## src/rtl/seg_scan_pkg.sv

```systemverilog
// Shared types and helpers for the multiplexed 7-segment scanner.
package seg_scan_pkg;

    typedef enum logic [1:0] {
        ST_IDLE = 2'd0,
        ST_DEAD = 2'd1,
        ST_ON   = 2'd2
    } state_t;

    // All-ones digit-enable mask for n digits (n <= 8), i.e. every digit dark.
    function automatic logic [7:0] digit_off(input int n);
        return 8'hFF >> (8 - n);
    endfunction

    function automatic int idx_width(input int n);
        return (n < 2) ? 1 : $clog2(n);
    endfunction

endpackage

```

## src/rtl/seg_scan_timer.sv

```systemverilog
// Window timer: up-counter with clear and load; tc flags count == tc_val.
module seg_scan_timer #(
    parameter int W = 16
) (
    input  logic         clk,
    input  logic         rst,
    input  logic         clr,
    input  logic         en,
    input  logic         load,
    input  logic [W-1:0] load_val,
    input  logic [W-1:0] tc_val,
    output logic         tc
);
    logic [W-1:0] count_q;
    logic [W-1:0] count_d;

    always_comb begin
        count_d = count_q;
        if (clr) begin
            count_d = '0;
        end else if (load) begin
            count_d = load_val;
        end else if (en) begin
            count_d = count_q + 1'b1;
        end
    end

    always_ff @(posedge clk or posedge rst) begin
        if (rst) begin
            count_q <= '0;
        end else begin
            count_q <= count_d;
        end
    end

    assign tc = (count_q == tc_val);

endmodule

```

## src/rtl/seg_scan_mux.sv

```systemverilog
// Time-multiplexes an N-digit hex value onto a registered 7-seg decoder with dead time between digits.
// Optional leading-zero blanking under SEG_SCAN_LZB_EN; new values latch only on frame boundaries.
module seg_scan_mux
    import seg_scan_pkg::*;
#(
    parameter int NUM_DIGITS  = 4,
    parameter int SCAN_DIV    = 50000,
    parameter int DEAD_CYCLES = 64
) (
    input  logic                    CLK,
    input  logic                    RST,
    input  logic [4*NUM_DIGITS-1:0] VALUE,
    input  logic                    LOAD,
    input  logic                    ENABLE,
    output logic [3:0]              D,
    output logic [NUM_DIGITS-1:0]   DIGIT,
    output logic                    FRAME_DONE
);
    localparam int IW   = idx_width(NUM_DIGITS);
    localparam int TMAX = (SCAN_DIV > DEAD_CYCLES) ? SCAN_DIV : DEAD_CYCLES;
    localparam int TW   = $clog2(TMAX);
    localparam logic [7:0]            OFF8      = digit_off(NUM_DIGITS);
    localparam logic [NUM_DIGITS-1:0] DIGIT_OFF = OFF8[NUM_DIGITS-1:0];
    localparam logic [IW-1:0]         IDX_LAST  = IW'(NUM_DIGITS - 1);

    state_t                  state_q, state_d;
    logic [IW-1:0]           idx_q, idx_d;
    logic [4*NUM_DIGITS-1:0] shadow_q, shadow_d;
    logic [4*NUM_DIGITS-1:0] pending_q, pending_d;
    logic                    pend_vld_q, pend_vld_d;
    logic [3:0]              nib_q, nib_d;
    logic [NUM_DIGITS-1:0]   digit_q, digit_d;
    logic                    frame_done_q, frame_done_d;

    logic                    tmr_clr;
    logic                    tmr_tc;
    logic [TW-1:0]           tmr_tc_val;
    logic                    frame_wrap;
    logic                    xfer;
    logic                    lzb_blank;

    assign tmr_tc_val = (state_q == ST_ON) ? TW'(SCAN_DIV - 1) : TW'(DEAD_CYCLES - 1);

    seg_scan_timer #(
        .W (TW)
    ) u_timer (
        .clk      (CLK),
        .rst      (RST),
        .clr      (tmr_clr),
        .en       (1'b1),
        .load     (1'b0),
        .load_val ('0),
        .tc_val   (tmr_tc_val),
        .tc       (tmr_tc)
    );

    always_ff @(posedge CLK or posedge RST) begin
        if (RST) begin
            state_q      <= ST_IDLE;
            idx_q        <= '0;
            shadow_q     <= '0;
            pending_q    <= '0;
            pend_vld_q   <= 1'b0;
            nib_q        <= 4'h0;
            digit_q      <= DIGIT_OFF;
            frame_done_q <= 1'b0;
        end else begin
            state_q      <= state_d;
            idx_q        <= idx_d;
            shadow_q     <= shadow_d;
            pending_q    <= pending_d;
            pend_vld_q   <= pend_vld_d;
            nib_q        <= nib_d;
            digit_q      <= digit_d;
            frame_done_q <= frame_done_d;
        end
    end

    always_comb begin
        state_d    = state_q;
        idx_d      = idx_q;
        tmr_clr    = 1'b0;
        frame_wrap = 1'b0;
        xfer       = 1'b0;
        if (!ENABLE) begin
            state_d = ST_IDLE;
            idx_d   = '0;
            tmr_clr = 1'b1;
        end else begin
            case (state_q)
                ST_IDLE: begin
                    state_d = ST_DEAD;
                    idx_d   = '0;
                    tmr_clr = 1'b1;
                    xfer    = 1'b1;
                end
                ST_DEAD: begin
                    if (tmr_tc) begin
                        state_d = ST_ON;
                        tmr_clr = 1'b1;
                    end
                end
                ST_ON: begin
                    if (tmr_tc) begin
                        state_d = ST_DEAD;
                        tmr_clr = 1'b1;
                        if (idx_q == IDX_LAST) begin
                            idx_d      = '0;
                            frame_wrap = 1'b1;
                            xfer       = 1'b1;
                        end else begin
                            idx_d = idx_q + 1'b1;
                        end
                    end
                end
                default: begin
                    state_d = ST_IDLE;
                    idx_d   = '0;
                    tmr_clr = 1'b1;
                end
            endcase
        end
    end

    // A LOAD on the transfer edge itself goes straight to shadow, skipping pending.
    always_comb begin
        pending_d  = pending_q;
        pend_vld_d = pend_vld_q;
        shadow_d   = shadow_q;
        if (LOAD) begin
            pending_d  = VALUE;
            pend_vld_d = 1'b1;
        end
        if (xfer) begin
            pend_vld_d = 1'b0;
            if (LOAD) begin
                shadow_d = VALUE;
            end else if (pend_vld_q) begin
                shadow_d = pending_q;
            end
        end
    end

`ifdef SEG_SCAN_LZB_EN
    always_comb begin
        lzb_blank = (idx_d != '0);
        for (int i = 0; i < NUM_DIGITS; i++) begin
            if ((IW'(i) >= idx_d) && (shadow_d[4*i +: 4] != 4'h0)) begin
                lzb_blank = 1'b0;
            end
        end
    end
`else
    assign lzb_blank = 1'b0;
`endif

    // Outputs are registered from next-state values so they line up with state_q.
    always_comb begin
        digit_d      = DIGIT_OFF;
        nib_d        = 4'h0;
        frame_done_d = frame_wrap;
        case (state_d)
            ST_DEAD: nib_d = shadow_d[{idx_d, 2'b00} +: 4];
            ST_ON: begin
                nib_d = nib_q;
                if (!lzb_blank) begin
                    digit_d[idx_d] = 1'b0;
                end
            end
            default: ;
        endcase
    end

    assign D          = nib_q;
    assign DIGIT      = digit_q;
    assign FRAME_DONE = frame_done_q;

endmodule

```

## config.mk

```make
export PLATFORM = sky130hd
export DESIGN_NAME = seg_scan_mux
export DESIGN_NICKNAME = d
export VERILOG_FILES = /design/src/rtl/seg_scan_pkg.sv /design/src/rtl/seg_scan_timer.sv /design/src/rtl/seg_scan_mux.sv
export SDC_FILE = /design/constraint.sdc
export NUM_CORES = 1
export LEC_CHECK = 0
export CORE_ASPECT_RATIO = 1.75
export CORE_MARGIN = 4
export CORE_UTILIZATION = 53
export CTS_BUF_LIST = sky130_fd_sc_hd__clkbuf_2 sky130_fd_sc_hd__clkbuf_4 sky130_fd_sc_hd__clkbuf_8
export DETAILED_ROUTE_END_ITERATION = 10
export GPL_ROUTABILITY_DRIVEN = 0
export PLACE_DENSITY = 0.86
export SYNTH_ARGS = -nofsm -noshare
export SYNTH_HDL_FRONTEND = slang
export SYNTH_SLANG_ARGS = --single-unit
```

## constraint.sdc

```tcl
create_clock -name CLK -period 2.8 [get_ports CLK]
set_clock_uncertainty 0.15 [all_clocks]
set_input_delay 0.56 -clock CLK [delete_from_list [all_inputs] [get_ports CLK]]
set_output_delay 0.56 -clock CLK [all_outputs]
set_load 0.05 [all_outputs]
```

Word-level counts from Yosys, hierarchy flattened
Index checks and enable logic that the tools add are counted.

word-level totals
  output and inout port bits = 9
  memories kept = 0
  input bits = 20
  RAM bits = 0
  bits in latches = 0
  word-level logic and storage cells = 53
  bits in read-only memories = 0
  register bits after elaboration = 62

cells by class
  add/sub/neg operators = 2
  magnitude comparators = 2
  reductions and logical operators = 4
  multipliers = 0
  muxes and demuxes = 28
  bitwise logic cells = 1
  divide/modulo/power cells = 0
  shift-type cells = 1
  eq/ne operators = 6

operator list
  operator               number
  $mux 16                5
  $add 16x1->16 const B  1
  $eq 16x16->1           1
  $shiftx 16x5->4        1
  $mux 2                 6
  $mux 1                 11
  $pmux 4 s2             1
  $eq 2x2->1 const B     3
  $pmux 2 s3             1
  $eq 2x1->1 const B     2
  $mux 4                 1
  $not 4->4              1
  $pmux 2 s2             1
  $lt 2x3->1 const B     1
  $add 2x1->2 const B    1
  $demux 1 s2            1
  $ge 2x1->1 const B     1
  $logic_not 2->1        1
  $pmux 1 s2             1
  $reduce_bool 2->1      1
  $reduce_or 2->1        1
  $logic_and 1x1->1      1

Logic depth before layout (Yosys ltp)
Gate-level depths: netlist (run 1).

  depth after elaboration = 12
  depth in mapped cells = 9
  gate-level depth less buffers = 9

By module
From an unflattened synthesis (run 1), not the netlist that was laid out.

unflattened totals
  cell total of the unflattened synthesis = 277
  area, all modules = 3315.7 sq um

by module, submodules not included
  module          sequential area each (sq um)  area an instance (sq um)  instances  cells an instance
  seg_scan_mux    1156.1                        2130.8                    1          151
  seg_scan_timer  400.4                         1184.9                    1          126

Least setup slack after synthesis (run 1)
OpenSTA, ideal clock, no wires.

  path type = register to register
  start point = register u_timer.count_q[10]
  end point = register digit_q[1] (netlist: DIGIT[1])
  path buffers = 0
  cell stages (with the launch flop) = 6
  clock period less this slack = 2.754 ns
  data required time = 2.556 ns
  library setup time = 0.094 ns
  arrival time = 2.510 ns
  setup slack = 0.046 ns
  path through = dfrtp_1 > or4_4 > nor4_4 > or4b_1 > a31o_2 > or4_1

on the way
  cells in the longest elaborated chain, start to end = 10
  elaborated cells between the ends (all ways) = 16
  classes of those cells = order compare: 2; eq/ne: 2; mux: 10; bitwise: 1; reduce/logical: 1

ends and longest elaborated chain
  element                                                         line                  text
  from (decl)                                                     seg_scan_timer.sv:14  logic [W-1:0] count_q;
  from (signal assigned)                                          seg_scan_timer.sv:32  count_q <= count_d;
  $eq 16x16->1 *                                                  seg_scan_timer.sv:36  assign tc = (count_q == tc_val);
  $mux 2                                                          seg_scan_mux.sv:104   if (tmr_tc) begin
  $pmux 2 s2                                                      seg_scan_mux.sv:90    case (state_q)
  $mux 2                                                          seg_scan_mux.sv:85    if (!ENABLE) begin
  $lt 2x3->1 (implied by the code) or $ge 2x1->1 (tied branches)  seg_scan_mux.sv:167   digit_d[idx_d] = 1'b0;
  $logic_and 1x1->1 (implied by the code)                         seg_scan_mux.sv:167
  $mux 1 (implied by the code)                                    seg_scan_mux.sv:167
  $demux 1 s2                                                     seg_scan_mux.sv:167
  $not 4->4 (no source line)                                      --
  $mux 4 *                                                        seg_scan_mux.sv:162   case (state_d)
  via digit_d[1]                                                  seg_scan_mux.sv:32    logic [NUM_DIGITS-1:0] digit_q, digit_d;
  to (signal assigned)                                            seg_scan_mux.sv:74    digit_q <= digit_d;
  to (decl)                                                       seg_scan_mux.sv:32

The timed path passes the listed nets; every way through them passes the cells marked *.
A chain may end at the register's enable or synchronous reset.

Worst setup path after layout (run 1)
  start point = register u_timer.count_q[12]
  end point = register nib_q[0] (netlist: D[0])

on the way
  cells in the longest elaborated chain, start to end = 7
  elaborated cells between the ends (all ways) = 16
  classes of those cells = eq/ne: 3; shift: 1; mux: 12

ends and longest elaborated chain
  element               line                  text
  $eq 16x16->1 *        seg_scan_timer.sv:36
  $mux 1                seg_scan_mux.sv:104
  $pmux 1 s2            seg_scan_mux.sv:90
  $mux 1                seg_scan_mux.sv:85
  $mux 16               seg_scan_mux.sv:134   if (xfer) begin
  $shiftx 16x5->4       seg_scan_mux.sv:163   ST_DEAD: nib_d = shadow_d[{idx_d, 2'b00} +: 4];
  $pmux 4 s2            seg_scan_mux.sv:162
  to (signal assigned)  seg_scan_mux.sv:73    nib_q <= nib_d;
  to (decl)             seg_scan_mux.sv:31    logic [3:0] nib_q, nib_d;

Every way passes the cells marked *; elsewhere a longest branch is shown, timed or not.

==> results of run 1 <==
[metal layers]
| layer | part of all wire | GRT usage | routed length (um) | vias to the layer above |
|---|---|---|---|---|
| met2 | 0.55 | 0.4264 | 4336 | 100 |
| li1 | - | - | - | 1090 |
| met1 | 0.35 | 0.2367 | 2776 | 1221 |
| met3 | 0.045 | 0.04193 | 357 | 39 |
| met5 | 0 | 0 | 0 | - |
| met4 | 0.050 | 0.1301 | 397 | 0 |
[layout by cell type, fill, tap and decap left out, types with 3 or more instances in the layout]
master,count
xnor2_1,7
buf_4,23
and2_1,3
o211ai_1,5
mux2_2,16
a22oi_2,4
nand3b_1,4
o221ai_1,8
nand3_1,11
dfrtp_1,58
dfstp_2,4
o221a_2,7
ha_1,6
nand2_1,15
nor2_1,26
o32ai_1,4
clkbuf_8,12
o22a_1,4
xor2_1,7
o22ai_1,4
inv_1,10
or4_1,5
clkdlybuf4s50_1,28
o32a_1,11
[power groups by stage]
stage	Sequential [mW]	Combinational (mW)	Clock, mW
2_1_floorplan	1.07	0.181	0
3_3_place_gp	1.05	0.310	0
3_5_place_dp	1.06	0.317	0
4_1_cts	1.04	0.322	0.828
5_1_grt	1.05	0.353	0.876
6_report	1.04	0.332	0.826
[worst min-delay path by stage]
stage | startpoint | to
floorplan | u_timer.count_q[0]$_DFF_PP0_ | u_timer.count_q[0]$_DFF_PP0_
global placement | u_timer.count_q[0]$_DFF_PP0_ | u_timer.count_q[0]$_DFF_PP0_
detailed placement | u_timer.count_q[0]$_DFF_PP0_ | u_timer.count_q[0]$_DFF_PP0_
CTS | u_timer.count_q[0]$_DFF_PP0_ | u_timer.count_q[0]$_DFF_PP0_
global route | u_timer.count_q[0]$_DFF_PP0_ | u_timer.count_q[0]$_DFF_PP0_
finish | u_timer.count_q[0]$_DFF_PP0_ | u_timer.count_q[0]$_DFF_PP0_
[what timing repair did]
item | 4_1_cts | 5_1_grt
buffers inserted | 0 | 2
gates resized for setup | 7 | 5
pin swaps | 1 | 11
setup endpoints to repair | 4 | 6
[flip-flops by register name, summed over array words and instances (netlist names)]
| signal | flops |
|---|---|
| pending_q | 16 |
| shadow_q | 16 |
| u_timer.count_q | 16 |
| DIGIT | 4 |
| D | 4 |
| idx_q | 2 |
| state_q | 2 |
| FRAME_DONE | 1 |
| pend_vld_q | 1 |
[critical path, cell delays in order (launching register included)]
cell      delay [ps]
dfrtp_1          390
or4_4            550
nor4_4           210
or4b_4           500
a31o_4           280
nor3b_4          350
a22oi_2          150
o211ai_1         120
[area by class of cell]
| type | count | area (um2) |
|---|---|---|
| clock buffers | 12 | 165.2 |
| clock inverters | 3 | 42.54 |
| fillers | 373 | 1544 |
| inverters | 11 | 41.29 |
| multi-input cells | 178 | 1408 |
| flip-flops and latches | 62 | 1556 |
| well taps | 74 | 92.59 |
| repair buffers | 53 | 493.0 |
[synth_stat cells (2+ instances only)]
master | instances | area, um2
dfrtp_1 | 58 | 1451
inv_1 | 11 | 41.29
o221a_2 | 7 | 78.83
a22oi_1 | 6 | 45.04
a31oi_1 | 2 | 12.51
nor2_1 | 27 | 101.4
nand4_1 | 2 | 12.51
xnor2_1 | 7 | 61.31
o22ai_1 | 4 | 25.02
ha_1 | 6 | 75.07
o32a_1 | 11 | 110.1
nand3b_1 | 4 | 30.03
dfstp_2 | 4 | 105.1
o221ai_1 | 8 | 70.07
or2_2 | 2 | 12.51
xor2_1 | 7 | 61.31
or3_1 | 2 | 12.51
mux2_2 | 16 | 180.2
o32ai_1 | 4 | 35.03
and3_1 | 2 | 12.51
nand4b_1 | 2 | 17.52
buf_1 | 2 | 7.510
clkbuf_1 | 9 | 33.78
nor2b_1 | 2 | 12.51
o22a_1 | 4 | 35.03
and2_1 | 3 | 18.77
o211ai_1 | 5 | 37.54
nand2_1 | 15 | 56.30
or4_1 | 5 | 37.54
nand3_1 | 11 | 55.05
[logic make-up (layout without fill, tap and decap cells)]
family          Yosys count  after routing  share of synthesized area
simple gates             84             84                     0.1527
flops                    62             62                     0.5218
compound gates           57             57                     0.1661
buf+inv                  23             79                    0.02936
mux                      17             17                    0.06376
xor+xnor                 14             14                    0.04111
fa+ha+maj                 6              6                    0.02517
[through the flow]
| step | utilization | std cells | total power [mW] |
|---|---|---|---|
| 6_report | 0.7110 | 393 | 2.203 |
| 3_5_place_dp | 0.6564 | 376 | 1.373 |
| 2_1_floorplan | - | 263 | 1.247 |
| 5_1_grt | 0.7110 | 393 | 2.279 |
| 4_1_cts | 0.7040 | 391 | 2.190 |
| 3_3_place_gp | 0.6564 | 376 | 1.361 |
==> flow_summary_export.csv, run 1 <==
group,metric,value,unit
status,status,"finished clean",
cts,holdBufCountCts,0,
finish,final_area,3799,um2
power,power_switching,0.5832,mW
setup_path,r2r_slack,20,ps
cts,clock_latency,350,ps
global_route,grt_pass1_wl,12180,um
synthesis,synth-async-reset-ratio,1.000,
die,die_h,107.2,um
sta,max_freq,359.8,MHz
sta,min_period_over_period,0.9926,
cts,tritoncts,"yes",
cts,cts_num_sinks,62,
synthesis,synth-seq-cells,62,
die,dieArea,6940,um2
routing,first_iter_violations,307,
cts,cts_max_path_buffers,2,
routing,drtAntennaViolNets,0,
finish,area_delta_synth_final,27.35,%
sta,finalHoldViolCount,0,
synthesis,netlist_area,2983,um2
sta,setup_violations,0,
cts,cts_root_buf,"clkbuf_8",
routing,post_drt_wl_per_cell,20.02,um
sta,drv_slew,0,
flow_run,maxCapViolations,0,
sta,tns,0,ps
synthesis,synth.distinct_cells,45,
routing,drc,0,
sta,tightest_slew,506.4,ps
setup_path,reg2reg_to,"D[0]$_DFFE_PP0P_",
setup_path,end_kind,"flip-flop",
cts,numCtsBuffers,9,
sta,whs,334.2,ps
power,p_int,1.620,mW
sta,worst_slack,20.84,ps
setup_path,crit_type,"flip-flop to flip-flop",
synthesis,synth_flop_cell,"dfrtp_1",
routing,vias,2450,
routing,firstDrtPassIters,5,
synthesis,avgSynthCellArea,11.34,um2
power,p_leak,1.526,nW
setup_path,crit_path_max_fanout,6,
power,p_comb_frac,0.151,
power,p_seq_frac,0.474,
setup_path,critPathLaunch,"u_timer.count_q[12]$_DFF_PP0_",
synthesis,synth-edff-count,0,
cts,clk_pin_slew_worst_paths,70,ps
placement,portBuffers,28,
min_path,holdPathStages,1,
synthesis,synth_warnings,0,
die,die_w,64.71,um
sta,rsz0062_at_grt,"yes",
global_route,grt_max_degree,32,
finish,nNetsFinal,341,
power,cellPowerDensity,579.9,nW/um2
routing,drt_wl_total,7867,um
finish,diodes,0,
die,rows,35,
power,p_clk_frac,0.375,
global_route,grt_pass1_vias,2582,
global_route,grt-ovfl-total,0,
finish,drive_gt1_frac,0.2633,
placement,place_area,3507,um2
setup_path,arrival,2890,ps
cts,h-tree-depth,3,
power,p_sw_frac,0.2647,
synthesis,syn_inst,263,
placement,pre_cts_ws,-19.16,ps
global_route,antenna_found_initial,0,
setup_path,start_kind,"flip-flop",
die,boundaryPins,29,
sta,layout_min_cycle_time,2779,ps
setup_path,cp-endpoint,"D[0]$_DFFE_PP0P_",
sta,slew-limit-headroom,0.6613,
routing,viasPerCell,6.234,
setup_path,rr_worst_depth,7,
global_route,grt.total_usage,0.2310,
synthesis,synth_fp_nets,289,
die,coreArea,5343,um2
synthesis,seq_area_frac_synth,0.5218,
setup_path,worstPathRequired,2910,ps
setup_path,rr_startpoint,"u_timer.count_q[12]$_DFF_PP0_",
min_path,hold_class,"flip-flop to flip-flop",
placement,hpwlAfterDp,5197,um
die,start_util,0.5583,
power,ir_worst_vdd,0.0004770,V
No activity file was read; power rests on OpenSTA's default activity.
==> run 2, diff against run 1 <==
HOLD_SLACK_MARGIN = 0.02   (was default)
==> results of run 2 <==
Same layout as run 1: the final DEF is identical, and so are final timing and power.
